==> src/rtl/change_dispenser.sv <==
// Change-payout controller: pays `i_amount` cents out to the coin hopper, one coin per
// request/ack handshake, always choosing the largest coin that fits.
// Optional build macro CHANGE_INVENTORY_EN adds per-denomination stock tracking.
module change_dispenser #(
    parameter int         AMT_W       = 10,
    parameter int         GAP_CYCLES  = 4,
    parameter int         ACK_TIMEOUT = 255,
    parameter logic [7:0] INV_INIT    = 8'd20
) (
    input  logic             i_clk,
    input  logic             i_reset_n,
    input  logic             i_start,
    input  logic [AMT_W-1:0] i_amount,
    input  logic             i_hopper_ack_n,
`ifdef CHANGE_INVENTORY_EN
    input  logic             i_restock_n,
    output logic [4:0]       o_inv_empty,
    output logic             o_short,
`endif
    output logic             o_coin_req,
    output logic [4:0]       o_coin_sel,
    output logic             o_busy,
    output logic             o_done,
    output logic             o_err,
    output logic             o_fault,
    output logic [AMT_W-1:0] o_remaining,
    output logic [5:0]       o_coins_paid
);

    localparam logic [2:0] S_IDLE    = 3'd0;
    localparam logic [2:0] S_SELECT  = 3'd1;
    localparam logic [2:0] S_REQ     = 3'd2;
    localparam logic [2:0] S_RELEASE = 3'd3;
    localparam logic [2:0] S_GAP     = 3'd4;
    localparam logic [2:0] S_DONE    = 3'd5;
    localparam logic [2:0] S_FAULT   = 3'd6;

    localparam int TMO_W = (ACK_TIMEOUT > 1) ? $clog2(ACK_TIMEOUT + 1) : 1;
    localparam int GAP_W = (GAP_CYCLES > 1) ? $clog2(GAP_CYCLES + 1) : 1;
    localparam logic [TMO_W-1:0] TMO_LAST = TMO_W'(ACK_TIMEOUT - 1);
    localparam logic [GAP_W-1:0] GAP_LAST = GAP_W'(GAP_CYCLES - 1);

    function automatic logic [AMT_W-1:0] coin_value(input logic [4:0] sel);
        logic [AMT_W-1:0] v;
        case (sel)
            5'b00001: v = AMT_W'(5);
            5'b00010: v = AMT_W'(10);
            5'b00100: v = AMT_W'(25);
            5'b01000: v = AMT_W'(50);
            5'b10000: v = AMT_W'(100);
            default:  v = '0;
        endcase
        return v;
    endfunction

    function automatic logic [AMT_W-1:0] sub_floor(input logic [AMT_W-1:0] a,
                                                   input logic [AMT_W-1:0] b);
        return (a > b) ? (a - b) : '0;
    endfunction

    function automatic logic [5:0] sat_inc6(input logic [5:0] a);
        return (a == 6'h3F) ? a : (a + 6'd1);
    endfunction

    logic [2:0]       r_state;
    logic             r_coin_req;
    logic [4:0]       r_coin_sel;
    logic             r_busy;
    logic             r_done;
    logic             r_err;
    logic             r_fault;
    logic [AMT_W-1:0] r_remaining;
    logic [5:0]       r_coins_paid;
    logic [TMO_W-1:0] r_tmo;
    logic [GAP_W-1:0] r_gap;

    logic [4:0]       w_has_stock;
    logic [4:0]       w_sel;
    logic             w_amt_ok;
    logic             w_ack_in_req;

    assign w_amt_ok     = ((i_amount % AMT_W'(5)) == '0);
    assign w_ack_in_req = (r_state == S_REQ) && !i_hopper_ack_n;

`ifdef CHANGE_INVENTORY_EN
    logic [4:0][7:0] r_stock;
    logic [4:0][7:0] w_stock_nxt;
    logic [4:0]      r_inv_empty;
    logic            r_short;

    // Restock only lands while idle so a payout never sees its stock change mid-flight
    always_comb begin
        w_stock_nxt = r_stock;
        if ((r_state == S_IDLE) && !i_restock_n) begin
            for (int i = 0; i < 5; i++) w_stock_nxt[i] = INV_INIT;
        end else if (w_ack_in_req) begin
            for (int i = 0; i < 5; i++) begin
                if (r_coin_sel[i] && (r_stock[i] != 8'd0)) w_stock_nxt[i] = r_stock[i] - 8'd1;
            end
        end
    end

    always_ff @(posedge i_clk) begin
        if (!i_reset_n) begin
            for (int i = 0; i < 5; i++) r_stock[i] <= INV_INIT;
            r_inv_empty <= {5{INV_INIT == 8'd0}};
        end else begin
            r_stock <= w_stock_nxt;
            for (int i = 0; i < 5; i++) r_inv_empty[i] <= (w_stock_nxt[i] == 8'd0);
        end
    end

    always_comb begin
        w_has_stock = '0;
        for (int i = 0; i < 5; i++) w_has_stock[i] = (r_stock[i] != 8'd0);
    end

    assign o_inv_empty = r_inv_empty;
    assign o_short     = r_short;
`else
    assign w_has_stock = 5'b11111;
`endif

    // Ascending scan so the largest fitting, stocked coin wins
    always_comb begin
        w_sel = '0;
        for (int i = 0; i < 5; i++) begin
            if ((coin_value(5'(1) << i) <= r_remaining) && w_has_stock[i]) w_sel = 5'(1) << i;
        end
    end

    always_ff @(posedge i_clk) begin
        if (!i_reset_n) begin
            r_state      <= S_IDLE;
            r_coin_req   <= 1'b0;
            r_coin_sel   <= '0;
            r_busy       <= 1'b0;
            r_done       <= 1'b0;
            r_err        <= 1'b0;
            r_fault      <= 1'b0;
            r_remaining  <= '0;
            r_coins_paid <= '0;
            r_tmo        <= '0;
            r_gap        <= '0;
`ifdef CHANGE_INVENTORY_EN
            r_short      <= 1'b0;
`endif
        end else begin
            r_done <= 1'b0;
            r_err  <= 1'b0;
`ifdef CHANGE_INVENTORY_EN
            r_short <= 1'b0;
`endif
            case (r_state)
                S_IDLE: begin
                    if (i_start) begin
                        if (w_amt_ok) begin
                            r_remaining  <= i_amount;
                            r_coins_paid <= '0;
                            r_busy       <= 1'b1;
                            r_state      <= (i_amount == '0) ? S_DONE : S_SELECT;
                        end else begin
                            r_err <= 1'b1;
                        end
                    end
                end
                // No selectable coin only happens when stock has run out
                S_SELECT: begin
                    if (w_sel != '0) begin
                        r_coin_sel <= w_sel;
                        r_coin_req <= 1'b1;
                        r_tmo      <= '0;
                        r_state    <= S_REQ;
                    end else begin
                        r_state <= S_DONE;
                    end
                end
                S_REQ: begin
                    if (!i_hopper_ack_n) begin
                        r_remaining  <= sub_floor(r_remaining, coin_value(r_coin_sel));
                        r_coins_paid <= sat_inc6(r_coins_paid);
                        r_coin_req   <= 1'b0;
                        r_coin_sel   <= '0;
                        r_state      <= S_RELEASE;
                    end else if (r_tmo == TMO_LAST) begin
                        r_coin_req <= 1'b0;
                        r_coin_sel <= '0;
                        r_busy     <= 1'b0;
                        r_fault    <= 1'b1;
                        r_state    <= S_FAULT;
                    end else begin
                        r_tmo <= r_tmo + 1'b1;
                    end
                end
                S_RELEASE: begin
                    if (i_hopper_ack_n) begin
                        r_gap   <= '0;
                        r_state <= S_GAP;
                    end
                end
                S_GAP: begin
                    if (r_gap == GAP_LAST) begin
                        r_state <= (r_remaining == '0) ? S_DONE : S_SELECT;
                    end else begin
                        r_gap <= r_gap + 1'b1;
                    end
                end
                S_DONE: begin
                    r_done  <= 1'b1;
                    r_busy  <= 1'b0;
`ifdef CHANGE_INVENTORY_EN
                    r_short <= (r_remaining != '0);
`endif
                    r_state <= S_IDLE;
                end
                S_FAULT: begin
                    r_coin_req <= 1'b0;
                    r_coin_sel <= '0;
                    r_busy     <= 1'b0;
                    r_fault    <= 1'b1;
                end
                default: begin
                    r_coin_req <= 1'b0;
                    r_coin_sel <= '0;
                    r_busy     <= 1'b0;
                    r_state    <= S_IDLE;
                end
            endcase
        end
    end

    assign o_coin_req   = r_coin_req;
    assign o_coin_sel   = r_coin_sel;
    assign o_busy       = r_busy;
    assign o_done       = r_done;
    assign o_err        = r_err;
    assign o_fault      = r_fault;
    assign o_remaining  = r_remaining;
    assign o_coins_paid = r_coins_paid;

endmodule

==> config.mk <==
export PLATFORM = sky130hd
export DESIGN_NAME = change_dispenser
export DESIGN_NICKNAME = d
export VERILOG_FILES = /design/src/rtl/change_dispenser.sv
export SDC_FILE = /design/constraint.sdc
export NUM_CORES = 1
export LEC_CHECK = 0
export CORE_MARGIN = 4
export CORE_UTILIZATION = 52
export CTS_CLUSTER_DIAMETER = 30
export DETAILED_ROUTE_END_ITERATION = 12
export GPL_TIMING_DRIVEN = 0
export PLACE_DENSITY = 0.77
export SETUP_SLACK_MARGIN = 0.15
export SLEW_MARGIN = 30
export SYNTH_ARGS = -nofsm -noshare
export SYNTH_HDL_FRONTEND = slang
export SYNTH_SLANG_ARGS = --single-unit
==> constraint.sdc <==
create_clock -name i_clk -period 4.8 [get_ports i_clk]
set_input_delay 0.72 -clock i_clk [delete_from_list [all_inputs] [get_ports i_clk]]
set_output_delay 0.72 -clock i_clk [all_outputs]
set_load 0.02 [all_outputs]
### Word-level counts from Yosys, hierarchy flattened

Cells that the tools add are included.

| storage, ports and cells | value |
|---|---|
| logic and storage cells | 124 |
| flip-flop bits (word level) | 40 |
| input port bits | 14 |
| output and inout port bits | 26 |

| cells by class | value |
|---|---|
| reductions and logical operators | 20 |
| $lt $le $gt $ge | 6 |
| equal/unequal tests | 26 |
| div/mod/pow operators | 1 |
| multiplexer cells | 53 |
| add/sub/neg operators | 4 |
| bitwise logic cells | 3 |

Operator list:

| kind | number |
|---|---|
| 10-bit 2-to-1 mux | 7 |
| 3-bit 2-to-1 mux | 12 |
| 7-bit one-hot mux with 5 select lines | 1 |
| 10-bit logical NOT | 3 |
| 6-bit 2-to-1 mux | 4 |
| 8-bit 2-to-1 mux | 3 |
| 5-bit 2-to-1 mux | 4 |
| 2-bit inequality test, second input constant | 10 |
| 10-bit one-hot mux with 2 select lines | 1 |
| 3-bit one-hot mux with 6 select lines | 1 |
| 8-bit one-hot mux with 2 select lines | 1 |
| 5-bit one-hot mux with 3 select lines | 1 |
| 6-bit one-hot mux with 2 select lines | 1 |
| 3-bit AND reduction | 4 |
| 1-bit 2-to-1 mux | 11 |
| 10-bit > comparator | 1 |
| 3-bit by 10-bit <= comparator with 1-bit output, first input constant | 1 |
| 4-bit by 10-bit <= comparator with 1-bit output, first input constant | 1 |
| 5-bit by 10-bit <= comparator with 1-bit output, first input constant | 1 |
| 6-bit by 10-bit <= comparator with 1-bit output, first input constant | 1 |
| 7-bit by 10-bit <= comparator with 1-bit output, first input constant | 1 |
| 10-bit by 3-bit remainder unit with 10-bit output, second input constant | 1 |
| 5-bit AND reduction | 2 |
| 10-bit subtractor | 1 |
| other kinds (28) | 39 |

### Depth between registers and ports, before layout

| depth | value |
|---|---|
| word-level depth | 9 |
| mapped depth | 22 |
| mapped depth without buffers | 19 |

### Worst setup path after synthesis

No wires, ideal clock.

| timing path | value |
|---|---|
| kind | input to register |
| start | in i_amount[9] |
| end | reg r_remaining[2] (netlist: o_remaining[2]) |
| arrival | 4.697 ns |
| cell stages on the path | 22 |
| setup time | 0.116 ns |
| data required time | 4.684 ns |
| setup slack | -0.013 ns |
| path buffers | 3 |
| cells stage by stage | buf_2 > nor4b_2 > nand2_2 > a32oi_4 > nor4_2 > a32oi_1 > o221a_1 > ha_1 > clkbuf_1 > o21ai_0 > o221ai_2 > and4_1 > o21a_1 > nor2_1 > ha_1 > o22a_1 > a211oi_4 > a31oi_4 > o22ai_4 > buf_6 > o221ai_2 > o211a_1 |

| between the ends | value |
|---|---|
| word-level cells in the longest chain between the ends | 4 |

RTL lines:

| element | line | RTL |
|---|---|---|
| from (decl) | 13 | `input logic [AMT_W-1:0] i_amount,` |
| 10-bit by 3-bit remainder unit with 10-bit output | 82 | `assign w_amt_ok = ((i_amount % AMT_W'(5)) == '0);` |
| 10-bit logical NOT | 82 |  |
| 2-bit inequality test (no line) | -- |  |
| 4-bit AND reduction (no line) | -- |  |
| to (signal assigned) | 158 | `r_remaining <= i_amount;` |
| to (signal assigned) | 180 | `r_remaining <= sub_floor(r_remaining, coin_value(r_coin_sel));` |
| to (decl) | 72 | `logic [AMT_W-1:0] r_remaining;` |

Every way passes these cells.
A chain may end at the register's enable or synchronous reset.

### Worst setup path in the final report

| timing path | value |
|---|---|
| start | in i_amount[9] |
| end | reg r_remaining[3] (netlist: o_remaining[3]) |

Same word-level chain as after synthesis.

==> metrics.md <==
| Metric | Value |
|---|---|
| Status | complete, but fails checks |
| Failing checks | design-rule violations, negative setup slack |
| Cells after Synth | 470 |
| Post-route ant nets | 0 |
| Die area | 8610 um^2 |
| CTS max path bufs | 2 |
| Ys Warns | 0 |
| Place WS | -1.18 ns |
| DRT met1 WL | 5180 um |
| CP arrival | 5.19 ns |
| Design area | 5230 um^2 |
| First-pass GRT wire length | 18600 um |
| Crit end category | flip-flop |
| Unrepaired setup endpoints after global routing | true |
| Crit path max fanout | 7 |
| Comb power frac | 0.627 |
| Max layer used | met4 |
| HP Start | o_fault |
| Layout Utilization | 0.757 |
| Vias in the first global route | 3909 |
| Hold depth | 1 |
| Setup crit start kind | input pin |
| Clock Sinks | 40 |
| Sw Ratio | 0.453 |
| Diode count | 0 |
| Final worst setup slack | -0.187 ns |
| Hold Vio Cnt, Final | 0 |
| Post-synthesis sequential area ratio | 0.214 |
| Hpwl dp | 7450 um |
| DP Area | 4340 um^2 |
| CTS root buf | clkbuf_8 |
| Initial Util | 0.541 |
| Initial antenna violation count | 0 |
| Met3 WL | 902 um |
| Total grt overflow | 0 |
| Htree depth | 2 |
| Final setup violation count | 14 |
| Synth unique cells | 90 |
| WL per Instance | 18.9 um |
| Crit-path cells | buf_12 -> buf_8 -> buf_4 -> nor4bb_2 -> o21a_1 -> or3_4 -> nor4_4 -> o21ai_1 -> o221a_1 -> ha_2 -> buf_8 -> o21ai_4 -> o221ai_4 -> and4_4 -> o21a_1 -> nor2_1 -> ha_2 -> o22a_1 -> a211oi_4 -> a31oi_4 -> o22ai_4 -> buf_6 -> mux2i_2 -> nor2b_1 |
| Worst skew pair latency | 0.31 ns |
| Die Ht | 92.8 um |
| Gr usage total | 0.262 |
| Number of synthesized register bits | 40 |
| Worst slew margin | 0.320 |
| Worst Hold Endpoint | o_fault |
| Layout Skew | 0.00705 ns |
| CP Class | in -> reg |
| Share of power burned in registers | 0.222 |
| CTS Buf Count | 5 |
| Vias post-DR | 4312 |
| Met2 Wirelength | 5840 um |
| Worst EP required | 5.00 ns |
| Clock network power share | 0.151 |
| Synth Cell Area | 3740 um^2 |
| Share of cells above drive strength 1 | 0.261 |
| Drt via density | 6.47 |
| Fmax | 0.201 GHz |
| Residual DRC | 2 |
| Largest stage delay, worst path | 0.38 ns |
| Io pins | 40 |
| PortBufs | 38 |
| First DRT Iteration DRCs | 415 |
| Drt first pass iters | 12 |
| Leak Pwr | 1.98 nW |
| Fin crit period | 4.99 ns |
| Final nets | 599 |
| Leading cell type in the layout, fill and taps excluded | buf_4 |
| Max cap viols | 0 |
| CTS clock-pin slew for the worst setup and hold paths | 0.09 ns |
| Most used DFF post-synth | dfxtp_1 |
| CTS tree | built |
| Register-to-register setup slack | 1.01 ns |
| Pins Over Slew Limit | 0 |
| Rows | 30 |
| Worst slew pin tran | 1.01 ns |
| Net switching power figure | 0.888 mW |
| Cell internal pwr | 1.07 mW |
| CP delay by family, top | compound AO/OA/AOI/OAI gates |
| Pwr dens | 374 nW/um^2 |
| Layout overhead on the synthesized area | 39.8% |
| Syn Area/Cell | 7.95 um^2 |
| CORE AREA | 6910 um^2 |
| Worst VDD drop | 0.000288 V |
| Worst min path class | reg -> reg |
| Highest-count cells in the layout ignoring fill and taps | 49 x buf_4, 40 x dfxtp_1, 33 x nand2_1, 33 x nor2_1, 32 x clkdlybuf4s50_1 |
| Final period utilization | 1.04 |
| Number of fill cells | 495 |
| Detailed Route WL | 12600 um |
| Asr flop ratio synth | 0 |
| Largest net degree at the start of global routing | 15 |
| Gpl congestion | 0.916 |
| Origin of the critical flop-to-flop path | o_coin_sel[4] |
| Bufs and invs on worst path | 5 |
| RR Endpoint | o_remaining[7] |
| Die W | 92.8 um |
| EDFF count, synth | 0 |
| R2R depth | 15 |
| Syn nets | 500 |
| CP max-delay cell | nor4bb_2 |
how the worst max path moves through the flow:
stage                startpoint              to  slack (ns)  cells past startpoint
floorplan           i_amount[7]  o_remaining[2]        0.15                     21
global route        i_amount[9]  o_remaining[3]       -0.34                     24
finish              i_amount[9]  o_remaining[3]       -0.19                     24
global placement    i_amount[9]  o_remaining[2]       -1.14                     23
CTS                 i_amount[9]  o_remaining[2]        0.14                     23
detailed placement  i_amount[9]  o_remaining[2]       -1.18                     23
through the flow:
stage	cells	hold slack [ns]	setup TNS, ns	power (mW)
6_report	666	0.469	-1.52	1.96
5_1_grt	666	0.493	-3.85	2.08
4_1_cts	648	0.475	0	1.86
3_5_place_dp	604	0.454	-19.59	1.50
3_3_place_gp	604	0.450	-18.69	1.48
2_1_floorplan	470	0.441	0	1.24
layout make-up:
class,instances,area (um^2),share of cell area
buffer,29,191,0.0366
clock buffer,5,68.8,0.0132
timing repair buffer,92,833,0.159
clock inverter,3,46.3,0.00886
sequential,40,801,0.153
inverter,16,62.6,0.0120
multi-input combinational,385,3100,0.594
tap,96,120,0.0230
power by group through the flow:
stage / logic (mW) / clock network, mW / registers (mW)
after floorplan: 0.774 / 0 / 0.464
after global placement: 1.04 / 0 / 0.438
after detailed placement: 1.06 / 0 / 0.440
after CTS: 1.13 / 0.300 / 0.433
after global routing: 1.33 / 0.313 / 0.443
final: 1.23 / 0.295 / 0.434
metal layers:
layer  vias to the layer above  global-route usage
met5                         -                   0
met4                         0              0.0928
met3                        71              0.0536
met2                       257               0.439
met1                      2002               0.333
li1                       1982                   -
synth_stat cells, types with 5 or more instances:
cell type / n / share of area
o21a_1: 6 / 0.012
nor3b_1: 8 / 0.016
o21ai_1: 9 / 0.012
nand2b_1: 5 / 0.0084
nand2_1: 35 / 0.035
a21oi_1: 23 / 0.031
and4_1: 5 / 0.012
and2_1: 5 / 0.0084
mux2i_1: 5 / 0.013
clkbuf_1: 19 / 0.019
a22oi_1: 6 / 0.012
nand4_1: 11 / 0.018
or4_1: 5 / 0.010
and3_1: 6 / 0.010
xor2_1: 6 / 0.014
buf_2: 5 / 0.0067
nor2b_1: 14 / 0.023
inv_1: 16 / 0.016
dfxtp_1: 40 / 0.21
or3_1: 5 / 0.0084
a211oi_1: 6 / 0.012
ha_1: 15 / 0.050
nor3_1: 12 / 0.016
nor2_1: 35 / 0.035
o211a_1: 6 / 0.016
xnor2_1: 18 / 0.042
nor4_1: 8 / 0.013
o21ai_0: 18 / 0.024
nand3_1: 16 / 0.021
what timing repair did:
action / 4_1_cts / 5_1_grt
hold buffers: 0 / 0
buffers inserted: 35 / 17
gates resized for setup: 77 / 39
endpoints found under the setup margin: 20 / 19
pin swaps: 30 / 26
cloned: 1 / 1
worst register-to-register path, delay by kind of cell (launching register included):
family / cells / cell delay (ns)
and+or+nand+nor: 2 / 0.54
AOI/OAI and AO/OA: 9 / 1.87
adders and majority gates: 1 / 0.36
DFF: 1 / 0.34
buffers and inverters: 2 / 0.51
xor gates and xnor gates: 1 / 0.11
registers in the layout, summed over array words and instances, names as in the netlist:
signal	count
o_remaining	10
r_tmo	8
o_coins_paid	6
o_coin_sel	5
r_gap	3
r_state	3
o_busy	1
o_coin_req	1
o_done	1
o_err	1
o_fault	1
cell families after synthesis:
kind of cell,after synthesis,share of synthesized area
buffers and inverters,45,0.0509
AOI/OAI and AO/OA,139,0.291
muxes,8,0.0241
adders and majority gates,16,0.0556
DFF,40,0.214
and+or+nand+nor,198,0.308
xor gates and xnor gates,24,0.0562
(Power assumes the default switching activity.)
